### src/rtl/seq_dec_param.sv
// Serial pattern detector: matches a qualified bit stream against a runtime-loadable
// PAT_LEN-bit pattern (MSB first), strobes on each match and keeps a saturating match count.
module seq_dec_param #(
    parameter int                 PAT_LEN     = 4,
    parameter logic [PAT_LEN-1:0] DEF_PATTERN = 4'b1101,
    parameter int                 CNT_W       = 8
) (
    input  logic               clk,
    input  logic               reset_n,
    input  logic               inp,
    input  logic               inp_valid,
    input  logic               overlap,
    input  logic               pat_load,
    input  logic [PAT_LEN-1:0] pat_in,
    input  logic               cnt_clr,
    output logic               outp,
    output logic [CNT_W-1:0]   match_count,
    output logic [PAT_LEN-1:0] pattern
);

    localparam int                FILL_W    = $clog2(PAT_LEN + 1);
    localparam logic [FILL_W-1:0] FILL_FULL = FILL_W'(PAT_LEN);
    localparam logic [FILL_W-1:0] FILL_ARM  = FILL_W'(PAT_LEN - 1);
    localparam logic [CNT_W-1:0]  CNT_MAX   = '1;

    logic [PAT_LEN-1:0] r_hist;
    logic [FILL_W-1:0]  r_fill;
    logic [PAT_LEN-1:0] r_pattern;
    logic               r_outp;
    logic [CNT_W-1:0]   r_count;

    logic               w_accept;
    logic [PAT_LEN-1:0] w_shifted;
    logic               w_match;

    // A load cycle swallows any simultaneous data bit, so it never counts as accepted.
    assign w_accept  = inp_valid & ~pat_load;
    assign w_shifted = {r_hist[PAT_LEN-2:0], inp};
    assign w_match   = w_accept && (w_shifted == r_pattern) && (r_fill >= FILL_ARM);

    always_ff @(posedge clk or negedge reset_n) begin
        if (!reset_n) begin
            r_hist    <= '0;
            r_fill    <= '0;
            r_pattern <= DEF_PATTERN;
            r_outp    <= 1'b0;
        end else if (pat_load) begin
            r_pattern <= pat_in;
            r_fill    <= '0;
            r_outp    <= 1'b0;
        end else if (w_accept) begin
            r_hist <= w_shifted;
            r_outp <= w_match;
            // Non-overlapping mode forgets the history so the next match needs fresh bits.
            if (w_match && !overlap) begin
                r_fill <= '0;
            end else if (r_fill != FILL_FULL) begin
                r_fill <= r_fill + FILL_W'(1);
            end
        end else begin
            r_outp <= 1'b0;
        end
    end

    // Clear wins over the old count but a coincident match still counts as the first one.
    always_ff @(posedge clk or negedge reset_n) begin
        if (!reset_n) begin
            r_count <= '0;
        end else if (cnt_clr) begin
            r_count <= w_match ? CNT_W'(1) : '0;
        end else if (w_match && (r_count != CNT_MAX)) begin
            r_count <= r_count + CNT_W'(1);
        end
    end

    assign outp        = r_outp;
    assign match_count = r_count;
    assign pattern     = r_pattern;

endmodule
### config.mk
export PLATFORM = sky130hd
export DESIGN_NAME = seq_dec_param
export DESIGN_NICKNAME = d
export VERILOG_FILES = /design/src/rtl/seq_dec_param.sv
export SDC_FILE = /design/constraint.sdc
export NUM_CORES = 1
export LEC_CHECK = 0
export CAP_MARGIN = 10
export CORE_UTILIZATION = 40
export CTS_CLUSTER_DIAMETER = 200
export DETAILED_ROUTE_END_ITERATION = 8
export PLACE_DENSITY = 0.66
export SLEW_MARGIN = 20
export SYNTH_ARGS = -nofsm -noshare
export SYNTH_HDL_FRONTEND = slang
export SYNTH_SLANG_ARGS = --single-unit
### constraint.sdc
create_clock -name clk -period 2.5 [get_ports clk]
set_input_delay 0.5 -clock clk [delete_from_list [all_inputs] [get_ports clk]]
set_output_delay 0.5 -clock clk [all_outputs]
set_load 0.05 [all_outputs]
; Word level (Yosys, flattened, before mapping)
; Cells that the tools add are included.
[word_totals]
register_bits = 19
in_bits = 11
output_inout_bits = 13
word_cells = 32
[op_classes]
n_addsub = 2
magnitude_cmp = 1
eq_ne = 3
mux = 9
n_bitwise = 2
reduce_logical = 10
[op_table]
columns = op, n
row1 = 8-bit two-way mux, 2
row2 = 3-bit two-way mux, 4
row3 = "8-bit by 1-bit adder with 8-bit output, second input constant", 1
row4 = "8-bit inequality test, second input constant", 1
row5 = 4-bit == test, 1
row6 = 1-bit logical AND, 4
row7 = 2-bit AND reduction, 2
row8 = 2-bit nonzero test, 2
row9 = "3-bit by 1-bit adder with 3-bit output, second input constant", 1
row10 = "3-bit by 2-bit greater-or-equal comparator with 1-bit output, second input constant", 1
row11 = 1-bit two-way mux, 3
row12 = "3-bit inequality test, second input constant", 1
row13 = 3-bit nonzero test, 1
row14 = 1-bit bitwise AND, 1
row15 = 1-bit logical NOT, 1
row16 = 1-bit NOT, 1

; Logic depth before layout (Yosys ltp)
; Gate-level depths: netlist of run 1.
[logic_depth]
ltp_word = 8
mapped_depth = 7

; Least setup slack after synthesis of run 1
; No wires, ideal clock.
[synth_timing]
path_kind = register -> register
start = register r_pattern[2] (netlist: pattern[2])
end = register r_count[7] (netlist: match_count[7])
setup_ns = 0.125
t_arrival_ns = 1.750
required_ns = 2.375
setup_slack_ns = 0.626
stages_incl_launch_ff = 6
cell_sequence = dfstp_2 -> xnor2_2 -> nand4_1 -> buf_2 -> nor4_1 -> mux2_2
[synth_between]
elab_chain_len = 5
[synth_rtl]
columns = item, line_no
row1 = start: declaration, 28  ; logic [PAT_LEN-1:0] r_pattern;
row2 = start signal: assignment, 48  ; r_pattern <= pat_in;
row3 = 4-bit == test, 39  ; assign w_match = w_accept && (w_shifted == r_pattern) && (r_fill >= FILL_ARM);
row4 = 1-bit logical AND (2 in series), 39
row5 = 1-bit logical AND, 71  ; end else if (w_match && (r_count != CNT_MAX)) begin
row6 = 2-bit nonzero test (no line), -
row7 = end signal: assignment, 70  ; r_count <= w_match ? CNT_W'(1) : '0;
row8 = end signal: assignment, 72  ; r_count <= r_count + CNT_W'(1);
row9 = end: declaration, 30  ; logic [CNT_W-1:0] r_count;
; No other way between the ends.
; A chain may end at the register's enable or synchronous reset.

; Final worst setup path of run 1
[layout_timing]
start = register r_pattern[3] (netlist: pattern[3])
end = output port pattern[3]
[layout_rtl]
columns = item, line_no
row1 = end: declaration, 18  ; output logic [PAT_LEN-1:0] pattern
; No word-level cell between the ends.

==> results of run 1 <==
-- metrics by stage --
step | utilization [%] | instance area, µm²
3_5_place_dp | 53.1 | 1330
5_1_grt | 54.1 | 1350
2_1_floorplan | - | 1060
4_1_cts | 54.1 | 1350
6_report | 54.1 | 1350
3_3_place_gp | 53.1 | 1330
-- cells by family after synthesis --
family | share of synthesized area [%]
AO/OA/AOI/OAI | 14.8
XOR/XNOR | 6.26
adder cells (fa/ha/maj) | 4.72
buffers and inverters | 3.66
flip-flops | 45.2
multiplexers | 6.37
AND/OR/NAND/NOR | 19.0
-- routing by layer --
metal  vias up  GRT usage (%)
met4         0           9.65
met2        15           29.6
met1       406           21.5
met3         4           1.72
met5         -              0
li1        426              -
-- final cells by class --
type	count	area, µm²
Inverter	6	22.5
Tap cell	30	37.5
Multi-Input combinational cell	74	542
Clock buffer	4	26.3
Fill cell	231	1150
Timing Repair Buffer	25	245
Sequential cell	19	479
-- flip-flops by register name (all words and copies together) (netlist names) --
name,count
match_count,8
pattern,4
r_fill,3
r_hist,3
outp,1
-- worst paths after layout --
| check | from | to | slack (ns) | cells past startpoint |
|---|---|---|---|---|
| max in group asynchronous | reset_n | pattern[0] | 1.72 | 2 |
| min in group clk | r_hist[2] | r_hist[2] | 0.56 | 2 |
| min | reset_n | outp | 0.52 | 2 |
| min reg2reg | r_hist[2] | r_hist[2] | 0.56 | 2 |
| max reg2reg | r_fill[0] | match_count[7] | 0.41 | 6 |
| max | pattern[3] | pattern[3] | 0.32 | 1 |
-- Yosys cell counts (2+ instances only) --
cell type  number  share of area (%)
nor2_1          3                1.1
ha_1            4                4.7
xnor2_1         2                1.7
dfstp_2         3                7.4
mux2_2          6                6.4
xnor2_2         3                4.6
a211oi_1        2                1.4
a211o_1         2                1.7
nand2b_1        3                1.8
dfrtp_1        16                 38
nor2b_1         2                1.2
nand3_1         5                2.4
nand4_1         2                1.2
inv_1           6                2.1
o31ai_1         3                2.1
nand2_1        13                4.6
o21ai_0         2               0.94
a21oi_1         7                3.3
or4_1           3                2.1
-- power groups by stage --
stage / Clock (mW) / Sequential, mW / Combinational, mW
global placement: 0 / 0.357 / 0.137
floorplan: 0 / 0.378 / 0.0669
global route: 0.174 / 0.355 / 0.152
CTS: 0.166 / 0.352 / 0.142
detailed placement: 0 / 0.357 / 0.142
finish: 0.157 / 0.351 / 0.139
==> results.md, run 1 <==
* Maximum root-to-sink buffer count at 2
* Netlist Area Pre-Place at 0.00106 mm²
* Final Max Slew Viols at 0
* Post-synth ARST share at 100%
* Status: completed
* Sw power at 0.189 mW
* Vias at 851
* Most frequent cells in the layout: clkdlybuf4s50_1, dfrtp_1, nand2_1
* Leakage power of the design at 0.572 nW
* Met3 WL at 48 µm
* Final period util at 87.1%
* Worst EP arrival at 1.68 ns
* TritonCTS clock tree: done
* Final nets at 144
* Clock skew at 0.00356 ns
* Hold Fails Final Rpt at 0
* Htree depth at 1
* Max Used Layer: met4
* Final global-route overflow total at 0
* WL/cell at 13.7 µm
* Worst-margin pin slew at 0.501 ns
* Pwr Density at 479 mW/mm²
* Clock sinks at 19
* CP top delay family: buffers and inverters
* Power, Total at 0.647 mW
* Post-synthesis register bit count at 19
* Internal at 0.458 mW
* Die H at 53.5 µm
* Max incr delay on CP at 0.81 ns
* Initial DRC count at 8
* Final setup violation count at 0
* CTS buffer count at 3
* Clock power frac at 24.2%
* Initial Util at 42.4%
* Vias/cell at 5.39
* CP Launch Type: flip-flop
* Crit Path Category: reg -> out
* Hold_buf cts at 0
* DR pass1 iterations at 4
* Min Hold Slack at 0.518 ns
* Core Rows at 18
* Metal2 WL at 1.06 mm
* Post-Place Cells at 154
* F_max at 0.459 GHz
* RSZ-0062 raised after global routing: no
* HP Class: in -> async
* CP required at 2.00 ns
* Peak fanout along the critical path at 3
* ANT cells at 0
* Crit-path slowest cell: clkdlybuf4s50_1
* Initial antenna violation count at 0
* Syn_area_per_cell at 10.4 µm²
* Post-synth EDFFs at 0
* DRT Wirelength at 2.17 mm
* Worst VDD drop at 0.000303 V
* Ys flop type: dfrtp_1
* Layout cells sized above 1 at 15.6%
* Clk_lat worst skew at 0.30 ns
* Post-route ant nets at 0
* Post CTS Setup Buffer Count at 0
* Crit path setup slack, layout at 0.322 ns
* Worst path cell trace: clkdlybuf4s50_1
* HPWL Detailed at 1.67 mm
* Mapped Cells at 102
* Leading cell type in the layout, fill and taps excluded: clkdlybuf4s50_1
* Distinct cells, synth at 34
* DR DRC count at 0
* Total GRT Usage at 17.5%
* CP endpoint kind: primary output
* Final TNS setup at 0 ns
* Sequential power share at 54.3%
* Die area at 0.00286 mm²
* Largest net degree at the start of global routing at 20
* Switching Fraction at 29.2%
* Combinational power share at 21.5%
* Io pins at 24
* Chip width at 53.5 µm
* Synth-to-layout area growth at 27.6%
* CORE AREA at 0.00250 mm²
* Layout Cells excl Fill at 158
* Max cap viols at 0
* First-pass GRT wire length at 3.53 mm
* Worst slew margin at 66.5%
* CTS root buffer: clkbuf_4
* # resized after CTS at 0
* Syn Nets at 117
* CP bufs+invs at 1
* Post-layout minimum cycle time at 2.18 ns
* Setup WS pre-CTS at 0.265 ns
* Final RePlAce weighted congestion at 0.813
* WL met1 at 1.02 mm
* Port Buf Inserts at 23
* Clock slew at reported path FFs at 0.11 ns
* Vias in the first global route at 804
* Register area share after synthesis at 45.2%
* Yosys warns at 0
Power figures use the tool's default switching activity.
==> run 2: changes to the inputs <==
Settings changed: PLACE_DENSITY 0.66 to 0.73.
==> run 2 against run 1 <==
Net effect: design area is essentially flat; register-to-register slack hardly changed; worst hold slack got worse by 0.0030 ns; core utilization is 0.050 points higher; first-iteration DRC count increased by 63%; via count is 3.9% higher; largest cell class unchanged.
==> results.md, run 2 (synthesized netlist as in run 1, its figures left out) <==
* Status: completed (unchanged)
* Final TNS setup at 0 ns (unchanged)
* Reg2reg end: match_count[7] (unchanged)
* Hold Fails Final Rpt at 0 (unchanged)
* Chip width at 53.5 µm (unchanged)
* Layout cells sized above 1 at 16.4% (was 15.6%)
* Initial antenna violation count at 0 (unchanged)
* Finished layout cell area at 0.00135 mm² (about the same)
* CP bufs+invs at 1 (unchanged)
* Reg2reg path depth at 6 (unchanged)
* First-pass GRT wire length at 3.43 mm (was 3.53 mm)
* Peak fanout along the critical path at 3 (unchanged)
* Hold_buf cts at 0 (unchanged)
* DR DRC count at 0 (unchanged)
* Post-layout minimum cycle time at 2.20 ns (was 2.18 ns)
* CTS root buffer: clkbuf_4 (unchanged)
* Clock sinks at 19 (unchanged)
* Die H at 53.5 µm (unchanged)
* Pwr Density at 478 mW/mm² (was 479 mW/mm²)
* Die area at 0.00286 mm² (unchanged)
* Clk_lat worst skew at 0.30 ns (about the same)
* Max cap viols at 0 (unchanged)
* Placed Area at 0.00133 mm² (unchanged)
* Synth-to-layout area growth at 27.7% (was 27.6%)
* Final setup violation count at 0 (unchanged)
* Final nets at 144 (unchanged)
* Largest net degree at the start of global routing at 20 (unchanged)
* CTS buffer count at 3 (unchanged)
* Crit Path Category: reg -> out (unchanged)
* CP endpoint kind: primary output (unchanged)
* Crit-path slowest cell: clkdlybuf4s50_1 (unchanged)
* Post-route ant nets at 0 (unchanged)
* Final global-route overflow total at 0 (unchanged)
* Vias/cell at 5.59 (was 5.39)
* F_max at 0.456 GHz (was 0.459 GHz)
* Worst path cell trace: clkdlybuf4s50_1 (unchanged)
* # resized after CTS at 0 (unchanged)
* Max incr delay on CP at 0.81 ns (about the same)
* Most frequent cells in the layout: clkdlybuf4s50_1, dfrtp_1, nand2_1 (unchanged)
* Max reg flops at 8 (unchanged)
* Clock slew at reported path FFs at 0.11 ns (about the same)
* Htree depth at 1 (unchanged)
* Clock skew at 0.00163 ns (was 0.00356 ns)
* Final Max Slew Viols at 0 (unchanged)
* Worst EP arrival at 1.70 ns (was 1.68 ns)
* Port Buf Inserts at 23 (unchanged)
* FF-to-FF Start: r_fill[0] (unchanged)
* Io pins at 24 (unchanged)
* Core Rows at 18 (unchanged)
* Worst slew margin at 66.6% (was 66.5%)
* Total GRT Usage at 16.4% (was 17.5%)
* Leakage power of the design at 0.575 nW (was 0.572 nW)
* Multi-input gate area at 542 µm² (unchanged)
* Initial DRC count at 13 (was 8)
* Reg area at 479 µm² (unchanged)
* Worst-margin pin slew at 0.499 ns (was 0.501 ns)
* Worst R2R Setup Slack at 0.42 ns (was 0.41 ns)
* DRT Wirelength at 2.08 mm (was 2.17 mm)
* Maximum root-to-sink buffer count at 2 (unchanged)
* Vias at 884 (was 851)
* CP Launch Type: flip-flop (unchanged)
* Initial Util at 42.4% (unchanged)
* Filler cells at 228 (was 231)
* CORE AREA at 0.00250 mm² (unchanged)
* WL/cell at 13.1 µm (was 13.7 µm)
* HPWL Detailed at 1.58 mm (was 1.67 mm)
* CP required at 2.00 ns (about the same)
* DR pass1 iterations at 4 (unchanged)
* Leading cell type in the layout, fill and taps excluded: clkdlybuf4s50_1 (unchanged)
* Post CTS Setup Buffer Count at 0 (unchanged)
* Worst VDD drop at 0.000365 V (was 0.000303 V)
* TritonCTS clock tree: done (unchanged)
* CP top delay family: buffers and inverters (unchanged)
* Vias in the first global route at 818 (was 804)
* Final period util at 87.8% (was 87.1%)
* RSZ-0062 raised after global routing: no (unchanged)
* Min Hold Slack at 0.515 ns (was 0.518 ns)
* Power, Total at 0.647 mW (about the same)
* ANT cells at 0 (unchanged)
* HP Class: in -> async (unchanged)
* Final RePlAce weighted congestion at 0.763 (was 0.813)
## run 2: cell count changes in the layout (fill, tap and decap cells not counted), sizes merged
cell | before | now
clkinv | 0 | 1
clkbuf | 4 | 3
## run 2: per-stage QoR
stage          setup WS, ns  util [%]  cells
2_1_floorplan         0.626         -    102
3_3_place_gp          0.330      53.1    154
3_5_place_dp          0.285      53.1    154
4_1_cts               0.286      54.2    158
5_1_grt               0.268      54.2    158
6_report              0.305      54.2    158
## run 2: metal layers
| metal | wire length [µm] | up-vias | GRT usage [%] |
|---|---|---|---|
| li1 | - | 420 | - |
| met4 | 12 | 0 | 4.39 |
| met1 | 943 | 443 | 21.5 |
| met3 | 63 | 2 | 2.87 |
| met5 | 0 | - | 0 |
| met2 | 1060 | 19 | 27.5 |
## run 2: area by class of cell
cell class	count	share of cell area [%]
Clock buffer	3	1.66
Tap cell	30	2.77
Multi-Input combinational cell	74	40.0
Timing Repair Buffer	25	18.1
Inverter	6	1.66
Clock inverter	1	0.370
Sequential cell	19	35.4
## run 2: worst max path at each step
stage,start,endpoint,slack [ns],cells after the start
floorplan,pattern[2],match_count[7],0.63,5
global placement,inp_valid,match_count[7],0.33,5
global route,pattern[3],pattern[3],0.27,1
finish,pattern[3],pattern[3],0.30,1
detailed placement,inp_valid,match_count[7],0.28,5
CTS,pattern[3],pattern[3],0.29,1
## run 2: where the power goes
group / internal (mW) / switching [mW] / total (mW) / leakage, nW
logic: 0.0668 / 0.0722 / 0.139 / 0.310
clock network: 0.0596 / 0.0979 / 0.157 / 0.0177
registers: 0.329 / 0.0210 / 0.350 / 0.248
total: 0.456 / 0.191 / 0.647 / 0.575
==> run 3: changes to the inputs <==
Settings changed: CORE_MARGIN from default to 2.
==> run 3 against run 2 <==
Net effect: clock power barely moved; sequential power about the same; fmax up 0.78%; first-iteration DRC count rose to 2.6 times the previous value; cell count unchanged; clock skew grew 0.0073 ns; register-to-register slack improved by 0.05 ns; setup slack improved by 0.017 ns; combinational power is essentially flat; critical path type unchanged.
==> results.md, run 3 (synthesized netlist as in run 1, its figures left out) <==
* Status: completed (unchanged)
* Sequential power share at 54.2% (about the same)
* CP endpoint kind: primary output (unchanged)
* Max cap viols at 0 (unchanged)
* HPWL Detailed at 1.58 mm (about the same)
* CP required at 2.00 ns (about the same)
* Max reg flops at 8 (unchanged)
* CP bufs+invs at 1 (unchanged)
* Clock sinks at 19 (unchanged)
* Sw power at 0.188 mW (was 0.191 mW)
* ANT cells at 0 (unchanged)
* Hold Fails Final Rpt at 0 (unchanged)
* Combinational power share at 21.4% (was 21.5%)
* Placed Area at 0.00133 mm² (unchanged)
* DR DRC count at 0 (unchanged)
* Crit Path Category: reg -> out (unchanged)
* Reg area at 479 µm² (unchanged)
* DR pass1 iterations at 4 (unchanged)
* CTS buffer count at 3 (unchanged)
* Post-layout minimum cycle time at 2.18 ns (was 2.20 ns)
* Io pins at 24 (unchanged)
* Htree depth at 1 (unchanged)
* Worst slew margin at 66.5% (was 66.6%)
* Vias at 867 (was 884)
* Clock slew at reported path FFs at 0.11 ns (about the same)
* Internal at 0.458 mW (was 0.456 mW)
* Pwr Density at 478 mW/mm² (about the same)
* Final nets at 144 (unchanged)
* Final RePlAce weighted congestion at 0.750 (was 0.763)
* Largest net degree at the start of global routing at 20 (unchanged)
* Final TNS setup at 0 ns (unchanged)
* TritonCTS clock tree: done (unchanged)
* Worst VDD drop at 0.000363 V (was 0.000365 V)
* Final setup violation count at 0 (unchanged)
* Most frequent cells in the layout: clkdlybuf4s50_1, dfrtp_1, nand2_1 (unchanged)
* F_max at 0.459 GHz (was 0.456 GHz)
* Core Rows at 18 (unchanged)
* # resized after CTS at 0 (unchanged)
* First-pass GRT wire length at 3.89 mm (was 3.43 mm)
* CP top delay family: buffers and inverters (unchanged)
* Die H at 55.5 µm (was 53.5 µm)
* Vias in the first global route at 901 (was 818)
* Leakage power of the design at 0.572 nW (was 0.575 nW)
* Maximum root-to-sink buffer count at 2 (unchanged)
* Post CTS Setup Buffer Count at 0 (unchanged)
* Initial Util at 42.4% (unchanged)
* DRT Wirelength at 2.06 mm (was 2.08 mm)
* Worst-margin pin slew at 0.500 ns (was 0.499 ns)
* Leading cell type in the layout, fill and taps excluded: clkdlybuf4s50_1 (unchanged)
* RSZ-0062 raised after global routing: no (unchanged)
* Post-route ant nets at 0 (unchanged)
* Total GRT Usage at 15.4% (was 16.4%)
* Synth-to-layout area growth at 27.6% (was 27.7%)
* Filler cells at 222 (was 228)
* CORE AREA at 0.00250 mm² (unchanged)
* Port Buf Inserts at 23 (unchanged)
* Initial antenna violation count at 0 (unchanged)
* Vias/cell at 5.49 (was 5.59)
* Peak fanout along the critical path at 3 (unchanged)
* Max incr delay on CP at 0.81 ns (about the same)
* Fin util at 54.1% (was 54.2%)
* Final Max Slew Viols at 0 (unchanged)
* CP Launch Type: flip-flop (unchanged)
* Clock power frac at 24.4% (was 24.3%)
* Worst path cell trace: clkdlybuf4s50_1 (unchanged)
* WL/cell at 13.0 µm (was 13.1 µm)
* Finished layout cell area at 0.00135 mm² (about the same)
* Switching Fraction at 29.1% (was 29.6%)
* Chip width at 55.5 µm (was 53.5 µm)
* Final period util at 87.1% (was 87.8%)
* Worst EP arrival at 1.68 ns (was 1.70 ns)
* Initial DRC count at 34 (was 13)
* Clock skew at 0.00895 ns (was 0.00163 ns)
* Clk_lat worst skew at 0.30 ns (about the same)
* Final global-route overflow total at 0 (unchanged)
* Multi-input gate area at 542 µm² (unchanged)
* Die area at 0.00308 mm² (was 0.00286 mm²)
* Crit-path slowest cell: clkdlybuf4s50_1 (unchanged)
* Layout cells sized above 1 at 15.6% (was 16.4%)
* CTS root buffer: clkbuf_4 (unchanged)
* Hold_buf cts at 0 (unchanged)
* Min Hold Slack at 0.517 ns (was 0.515 ns)
* HP Class: in -> async (unchanged)
==> run 3: stage by stage <==
step | total power, mW | std cells | setup slack, ns
floorplan | 0.445 | 102 | 0.626
global placement | 0.491 | 154 | 0.324
detailed placement | 0.496 | 154 | 0.299
CTS | 0.652 | 158 | 0.311
global route | 0.685 | 158 | 0.210
finish | 0.646 | 158 | 0.322
==> run 3: cell type report <==
type	instances	share of cell area, %
multi-input cells	74	40.1
clock buffers	4	1.94
well taps	30	2.78
repair buffers	25	18.1
flip-flops and latches	19	35.4
inverters	6	1.67
==> run 3: worst paths after layout <==
kind	from	to	slack (ns)	cells after the start
setup / recovery	pattern[2]	pattern[2]	0.32	1
hold / removal	reset_n	match_count[6]	0.52	2
setup reg to reg	r_fill[0]	match_count[0]	0.47	6
hold reg to reg	r_hist[2]	r_hist[2]	0.54	2
max in group asynchronous	reset_n	pattern[0]	1.72	2
min in group clk	r_hist[2]	r_hist[2]	0.54	2
==> run 3: routing by layer <==
metal	track usage (%)	vias up	wire [µm]
met5	0	-	0
met4	7.67	0	36
met3	1.87	4	83
met2	24.0	26	989
met1	21.2	416	952
li1	-	421	-
==> run 3: power groups by stage <==
stage	registers, mW	logic (mW)	clock network, mW
finish	0.350	0.138	0.158
CTS	0.351	0.140	0.161
detailed placement	0.356	0.139	0
floorplan	0.378	0.0669	0
global route	0.354	0.152	0.178
global placement	0.356	0.135	0
